<file path="config.mk">
export PLATFORM = sky130hd
export DESIGN_NAME = controlador_sequenciador
export DESIGN_NICKNAME = d
export VERILOG_FILES = /design/src/rtl/sap1_pkg.sv /design/src/rtl/controlador_sequenciador_contador_anel.sv /design/src/rtl/controlador_sequenciador.sv
export SDC_FILE = /design/constraint.sdc
export NUM_CORES = 1
export LEC_CHECK = 0
export BUFFER_PORTS_ARGS = -buffer_cell sky130_fd_sc_hd__buf_4
export CAP_MARGIN = 25
export CORE_AREA = 2 2 39 41
export DETAILED_ROUTE_END_ITERATION = 8
export DIE_AREA = 0 0 41 43
export PLACE_DENSITY_LB_ADDON = 0.2
export SYNTH_ARGS = -nofsm -noshare
export SYNTH_HDL_FRONTEND = slang
export SYNTH_SLANG_ARGS = --single-unit
</file>
<file path="constraint.sdc">
create_clock -name CLK -period 1.7 [get_ports CLK]
set_clock_uncertainty 0.1 [all_clocks]
set_input_delay 0 -clock CLK [delete_from_list [all_inputs] [get_ports CLK]]
set_output_delay 0 -clock CLK [all_outputs]
set_load 0.1 [all_outputs]
</file>
<file path="src/rtl/sap1_pkg.sv">
// Shared SAP-1 definitions: opcodes, T-state encoding, control-word bit indices.
// The jump decode in controlador_sequenciador is enabled by defining SAP1_JUMP_EN.
package sap1_pkg;

    // Opcodes as held in IR[7:4]
    localparam logic [3:0] OP_LDA = 4'b0000;
    localparam logic [3:0] OP_ADD = 4'b0001;
    localparam logic [3:0] OP_SUB = 4'b0010;
    localparam logic [3:0] OP_JMP = 4'b0011;
    localparam logic [3:0] OP_OUT = 4'b1110;
    localparam logic [3:0] OP_HLT = 4'b1111;

    localparam int T_W = 6;

    // One-hot ring states; HALT is the all-zero pattern so T reads 0 while frozen
    typedef enum logic [T_W-1:0] {
        ST_HALT = 6'b000000,
        ST_T1   = 6'b000001,
        ST_T2   = 6'b000010,
        ST_T3   = 6'b000100,
        ST_T4   = 6'b001000,
        ST_T5   = 6'b010000,
        ST_T6   = 6'b100000
    } t_state_e;

    // Bit positions inside the internal control word
    typedef enum int unsigned {
        CW_CP  = 0,
        CW_EP  = 1,
        CW_EJ  = 2,
        CW_LM  = 3,
        CW_CE  = 4,
        CW_LI  = 5,
        CW_EI  = 6,
        CW_LA  = 7,
        CW_EA  = 8,
        CW_SU  = 9,
        CW_EU  = 10,
        CW_LB  = 11,
        CW_LO  = 12,
        CW_HLT = 13
    } cw_idx_e;

    localparam int CW_W = 14;

endpackage

</file>
<file path="src/rtl/controlador_sequenciador_contador_anel.sv">
// contador_anel: 6-state one-hot ring counter T1..T6 with a terminal HALT state.
// CLR is synchronous active-low and overrides everything, including HALT.
module contador_anel
    import sap1_pkg::*;
(
    input  logic           CLK,
    input  logic           CLR,
    input  logic           halt_i,
    output logic [T_W-1:0] T
);

    t_state_e state_q, state_d;

    // State register; reset lands directly in T1 so fetch starts on the next cycle
    always_ff @(posedge CLK) begin
        if (!CLR) state_q <= ST_T1;
        else      state_q <= state_d;
    end

    // Ring advance; a halt request is only honoured while in T4
    always_comb begin
        state_d = state_q;
        case (state_q)
            ST_T1:   state_d = ST_T2;
            ST_T2:   state_d = ST_T3;
            ST_T3:   state_d = ST_T4;
            ST_T4:   state_d = halt_i ? ST_HALT : ST_T5;
            ST_T5:   state_d = ST_T6;
            ST_T6:   state_d = ST_T1;
            ST_HALT: state_d = ST_HALT;
            // Any corrupted (non one-hot) pattern restarts fetch
            default: state_d = ST_T1;
        endcase
    end

    assign T = state_q;

endmodule

</file>
<file path="src/rtl/controlador_sequenciador.sv">
// controlador_sequenciador: SAP-1 controller-sequencer. Decodes the control word
// combinationally from the ring T-state and the IR opcode nibble.
// Define SAP1_JUMP_EN to decode 0011 as JMP; otherwise 0011 is a NOP and Ej stays 0.
module controlador_sequenciador
    import sap1_pkg::*;
(
    input  logic           CLK,
    input  logic           CLR,
    input  logic [3:0]     Opcode,
    output logic [T_W-1:0] T,
    output logic           Cp,
    output logic           Ep,
    output logic           Ej,
    output logic           Lm,
    output logic           Ce,
    output logic           Li,
    output logic           Ei,
    output logic           La,
    output logic           Ea,
    output logic           Su,
    output logic           Eu,
    output logic           Lb,
    output logic           Lo,
    output logic           Hlt
);

    logic            halt_req;
    logic [CW_W-1:0] cw;

    // HLT leaves T4 straight into HALT instead of T5
    assign halt_req = (T == ST_T4) && (Opcode == OP_HLT);

    contador_anel u_anel (
        .CLK    (CLK),
        .CLR    (CLR),
        .halt_i (halt_req),
        .T      (T)
    );

    // Control-word decode: fetch is opcode-independent, execute depends on Opcode
    always_comb begin
        cw = '0;
        case (T)
            ST_HALT: cw[CW_HLT] = 1'b1;
            ST_T1: begin
                cw[CW_EP] = 1'b1;
                cw[CW_LM] = 1'b1;
            end
            ST_T2: cw[CW_CP] = 1'b1;
            ST_T3: begin
                cw[CW_CE] = 1'b1;
                cw[CW_LI] = 1'b1;
            end
            ST_T4: begin
                case (Opcode)
                    OP_LDA, OP_ADD, OP_SUB: begin
                        cw[CW_EI] = 1'b1;
                        cw[CW_LM] = 1'b1;
                    end
`ifdef SAP1_JUMP_EN
                    OP_JMP: begin
                        cw[CW_EI] = 1'b1;
                        cw[CW_EJ] = 1'b1;
                    end
`endif
                    OP_OUT: begin
                        cw[CW_EA] = 1'b1;
                        cw[CW_LO] = 1'b1;
                    end
                    OP_HLT:  cw[CW_HLT] = 1'b1;
                    default: cw = '0;
                endcase
            end
            ST_T5: begin
                case (Opcode)
                    OP_LDA: begin
                        cw[CW_CE] = 1'b1;
                        cw[CW_LA] = 1'b1;
                    end
                    OP_ADD, OP_SUB: begin
                        cw[CW_CE] = 1'b1;
                        cw[CW_LB] = 1'b1;
                    end
                    default: cw = '0;
                endcase
            end
            ST_T6: begin
                case (Opcode)
                    OP_ADD: begin
                        cw[CW_EU] = 1'b1;
                        cw[CW_LA] = 1'b1;
                    end
                    OP_SUB: begin
                        cw[CW_EU] = 1'b1;
                        cw[CW_LA] = 1'b1;
                        cw[CW_SU] = 1'b1;
                    end
                    default: cw = '0;
                endcase
            end
            default: cw = '0;
        endcase
    end

    assign Cp  = cw[CW_CP];
    assign Ep  = cw[CW_EP];
    // Without the jump feature nothing ever sets this bit, so Ej is constant 0
    assign Ej  = cw[CW_EJ];
    assign Lm  = cw[CW_LM];
    assign Ce  = cw[CW_CE];
    assign Li  = cw[CW_LI];
    assign Ei  = cw[CW_EI];
    assign La  = cw[CW_LA];
    assign Ea  = cw[CW_EA];
    assign Su  = cw[CW_SU];
    assign Eu  = cw[CW_EU];
    assign Lb  = cw[CW_LB];
    assign Lo  = cw[CW_LO];
    assign Hlt = cw[CW_HLT];

endmodule

</file>
# Yosys cells after proc, flatten, opt, wreduce, memory -nomap -nowiden
# Cells that the tools add are included.
# op_classes
n_eq_ne,10
muxes,14
reduce_logical,5
# ops
cell,n
6-bit one-hot mux with 6 select lines,1
7-bit one-hot mux with 3 select lines,1
"4-bit == test, second input constant",2
1-bit two-way mux,8
"6-bit by 1-bit == test with 1-bit output, second input constant",1
"6-bit by 2-bit == test with 1-bit output, second input constant",1
"6-bit by 3-bit == test with 1-bit output, second input constant",1
"6-bit by 4-bit == test with 1-bit output, second input constant",1
"6-bit by 5-bit == test with 1-bit output, second input constant",1
"6-bit == test, second input constant",1
6-bit zero test,1
5-bit two-way mux,1
"4-bit by 1-bit == test with 1-bit output, second input constant",1
"4-bit by 2-bit == test with 1-bit output, second input constant",1
4-bit zero test,1
1-bit one-hot mux with 2 select lines,2
2-bit one-hot mux with 2 select lines,1
3-bit OR reduction,1
2-bit OR reduction,1
1-bit logical AND,1
# word_totals
reg_bits,6
input_bits,6
out_inout_bits,20
wordCells,30

# Longest topological paths before layout
# logic_depth
depth_word,4
mapped_depth,5
mapped_depth_nobuf,3

# Hierarchy
# A second synthesis with hierarchy kept.
# unflattened
cells_unflattened,58
hier_area_um2,500.5
# modules_own_cells
module,instances,cells_each,area_each_um2,seq_area_each_um2
controlador_sequenciador,1,41,279.0,0.0
contador_anel,1,17,221.5,120.1

# Worst setup path before layout
# OpenSTA, ideal clock, no wires.
# synth_timing
path_type,register to output
start,"register u_anel.state_q[4], in the netlist u_anel.T[4]"
end,output Lb
t_arrival_ns,4.224
t_required_ns,1.600
path_slack_ns,-2.624
path_stages_with_launch,4
path_buffers,1
cell_sequence,dfxtp_1 buf_4 nand3_1 nor4_1
# synth_via
elab_chain_len,2
elab_cells_between_ends,4
classes_between,eq/ne: 3; mux: 1
# synth_lines
item,line,text
from (decl),controlador_sequenciador_contador_anel.sv:12,"t_state_e state_q, state_d;"
from (signal assigned),controlador_sequenciador_contador_anel.sv:17,else state_q <= state_d;
"6-bit == test, or another cell as far along",controlador_sequenciador.sv:43,case (T)
7-bit one-hot mux with 3 select lines (*),controlador_sequenciador.sv:43,
to (decl),controlador_sequenciador.sv:22,"output logic Lb,"
# Every way passes the cells marked *; elsewhere a longest branch is shown, timed or not.

# Worst setup path after layout
# layout_timing
start,"register u_anel.state_q[1], in the netlist u_anel.T[1]"
end,output Lm
# layout_via
elab_chain_len,2
elab_cells_between_ends,3
classes_between,eq/ne: 2; mux: 1
# layout_lines
item,line,text
6-bit by 4-bit == test with 1-bit output / 6-bit by 1-bit == test with 1-bit output (equally long branches),controlador_sequenciador.sv:43,
1-bit one-hot mux with 2 select lines (*),controlador_sequenciador.sv:43,
to (decl),controlador_sequenciador.sv:14,"output logic Lm,"
# Marks and branches as above.

==> reports/qor.yml <==
timing:
  max-slew-margin-rel_pct: 63.51
  setup_violations: 0
  slew_viol_final: 0
  post-route-period-util_pct: 99.78
  hold_violations: 0
  clock.fmax_mhz: 589.5
  min_period_ns: 1.696
  rsz0062_at_grt: "true"
  tightestPinTransition_ns: 0.5435
clock_network:
  cts_tree: "built"
  cts_sinks: 6
  cts_root_buf: "clkbuf_4"
  path_clk_slew_ns: 0.05
  clockBufferDepth: 2
  cts_made_buffers: 3
  insertion_delay_ns: 0.24
  h-tree-depth: 1
pwr:
  swShare_pct: 49.83
  p_int_w: 0.0003482
  p_comb_share_pct: 55.0
  peakVddDrop_mv: 0.8649
  clockPowerShare_pct: 19.7
  leakagePower_nw: 0.3714
  seqPwrFrac_pct: 25.3
  power_switching_w: 0.0003458
  power_density_mw_per_mm2: 768.2
global_route:
  grt_max_degree: 11
  antenna_found_initial: 0
  grt_pass1_wl_mm: 2.090
  grt_util_all_layers_pct: 16.97
  first_global_vias: 471
  gr-total-overflow: 0
worst_setup_path:
  max_stage_delay_ns: 0.38
  slowest_stage: "dfxtp_4"
  rr_worst_depth: 5
  startpoint_type: "flip-flop"
  required_ns: 1.60
  crit_path_end_kind: "output port"
  reg2reg_slack_ns: 0.18
  criticalPathCategory: "flip-flop to output port"
  worstPathMaxFanout: 8
  worstPathArrival_ns: 1.60
  crit_chain: "nor4_4 > nand3b_1 > buf_4 > o21bai_4 > buf_12"
final_layout:
  final_cell_mix: "20 x buf_4, 6 x buf_12, 5 x nand2_1, 5 x dfxtp_4"
  fill_cells: 115
  insertedDiodeCount: 0
  fin_nets: 90
  final_cells: 99
  final_util_pct: 65.28
  multiInputGateArea_um2: 399.1
  largest_register_ffs: 6
  layout-drive-gt1-share_pct: 69.88
  final_common_cell: "buf_4"
  ff_latch_area_um2: 140.1
  area_growth_pct: 105.1
synth:
  syn_area_um2: 440.4
  synthDominantCellAreaShare_pct: 27.27
  yosys_warnings: 0
  yosysSeqAreaShare_pct: 27.27
  synth.avg_cell_area_um2: 8.470
  synth_top_flop_cell: "dfxtp_1"
  synth.distinct_cells: 29
  synthTopCellsByArea: "dfxtp_1 27%, nor2_1 6.0%, buf_4 5.1%"
  synth-async-reset-ratio_pct: 0
  synth_top_cell_by_area: "dfxtp_1"
  synth_edf_count: 0
  synthCells: 52
  ys_ff_latch: 6
  synthesis.nets: 58
placed_design:
  hpwl_um: 946.3
  portBuffers: 24
  dp_cells: 89
  gp_congestion: 0.8117
floorplan:
  coreArea_mm2: 0.001384
  dieHeight_um: 43
  io_pins: 26
  fp.dieW_um: 41
  rows: 14
  initial_core_util_pct: 31.83
  die_area_mm2: 0.001763
routing:
  final_antenna_net_count: 0
  drt_first_iter_violations: 6
  firstDrtPassIters: 4
  drc: 0
  vias_per_cell: 5.293
  vias: 524
  drt_wl_total_mm: 1.270
  wire_per_inst_um: 12.83
job:
  cap_viol_max_count: 0
worst_hold_path:
  hold_path_class: "primary input to flip-flop"
  holdPathStages: 4
outcome:
  status: "complete, no violations"
==> routing by layer <==
layer	global-route usage (%)	part of all wire (%)	wire length, um	vias to the layer above
li1	-	-	-	258
met1	20.90	40	502	243
met2	25.31	53	671	23
met3	6.283	7.6	96	0
met4	7.333	0	0	0
met5	0	0	0	-
==> layout make-up <==
type	count	share of cell area, %
clock buffer	4	2.909
inverter	1	0.4155
multi-input combinational	42	44.18
sequential	6	15.51
tap	16	2.216
timing repair buffer	30	34.76
==> worst paths after layout <==
| path | startpoint | end |
|---|---|---|
| worst max-delay path | u_anel.T[1] | Lm |
| worst min-delay path | Opcode[0] | u_anel.T[4] |
| worst max register to register | u_anel.T[1] | u_anel.T[4] |
| worst min register to register | u_anel.T[4] | u_anel.T[5] |
==> kinds of logic (layout without fill, tap and decap cells) <==
kind of cell	after synthesis	count (layout)	share of synthesized area (%)
and+or+nand+nor	33	33	50.86
AOI/OAI and AO/OA	7	7	13.06
DFF	6	6	27.27
buffers and inverters	4	35	5.965
other	1	1	0.8515
xor gates and xnor gates	1	1	1.989
==> Yosys cell counts (2+ instances only) <==
cell type  count
o211a_1        2
dfxtp_1        6
nor4_1         2
o21bai_1       2
nand2_1        5
and3b_2        2
buf_4          3
nor2_1         7
and2_1         3
==> critical path, delay by kind of cell (launching register included) <==
kind / cells / cell delay, ns
buf+inv: 2 / 0.39
flops: 1 / 0.38
compound gates: 1 / 0.13
simple gates: 2 / 0.46
==> per-stage QoR <==
stage / setup TNS, ns / total power, W / worst slack (ns) / hold WS, ns / instance area, um^2
6_report: 0 / 0.0006940 / 0.003699 / 0.1011 / 903.4
2_1_floorplan: -2.291 / 0.0004516 / -0.5141 / 0.01483 / 536.8
4_1_cts: -0.1215 / 0.0006753 / -0.03105 / 0.08830 / 780.7
3_3_place_gp: 0 / 0.0005212 / 0.1526 / 0.1552 / 698.2
3_5_place_dp: 0 / 0.0005192 / 0.1372 / 0.1511 / 698.2
5_1_grt: -0.4350 / 0.0007370 / -0.1138 / 0.1289 / 903.4
==> repair_timing <==
| action | CTS | global route |
|---|---|---|
| resized for setup | 8 | 20 |
| buffers inserted | 2 | 3 |
| hold buffers | 1 | 0 |
| hold endpoints to repair | 4 | 0 |
| pin swaps | 3 | 6 |
| setup endpoints to repair | 7 | 9 |
==> power by group through the flow <==
stage	registers (W)	clock network [W]	logic [W]
6_report	0.000175	0.000137	0.000382
5_1_grt	0.000178	0.000164	0.000395
4_1_cts	0.000168	0.000146	0.000361
3_5_place_dp	0.000171	0	0.000348
3_3_place_gp	0.000170	0	0.000351
2_1_floorplan	0.000228	0	0.000224
Note: power is estimated with default switching activity, not from simulation.
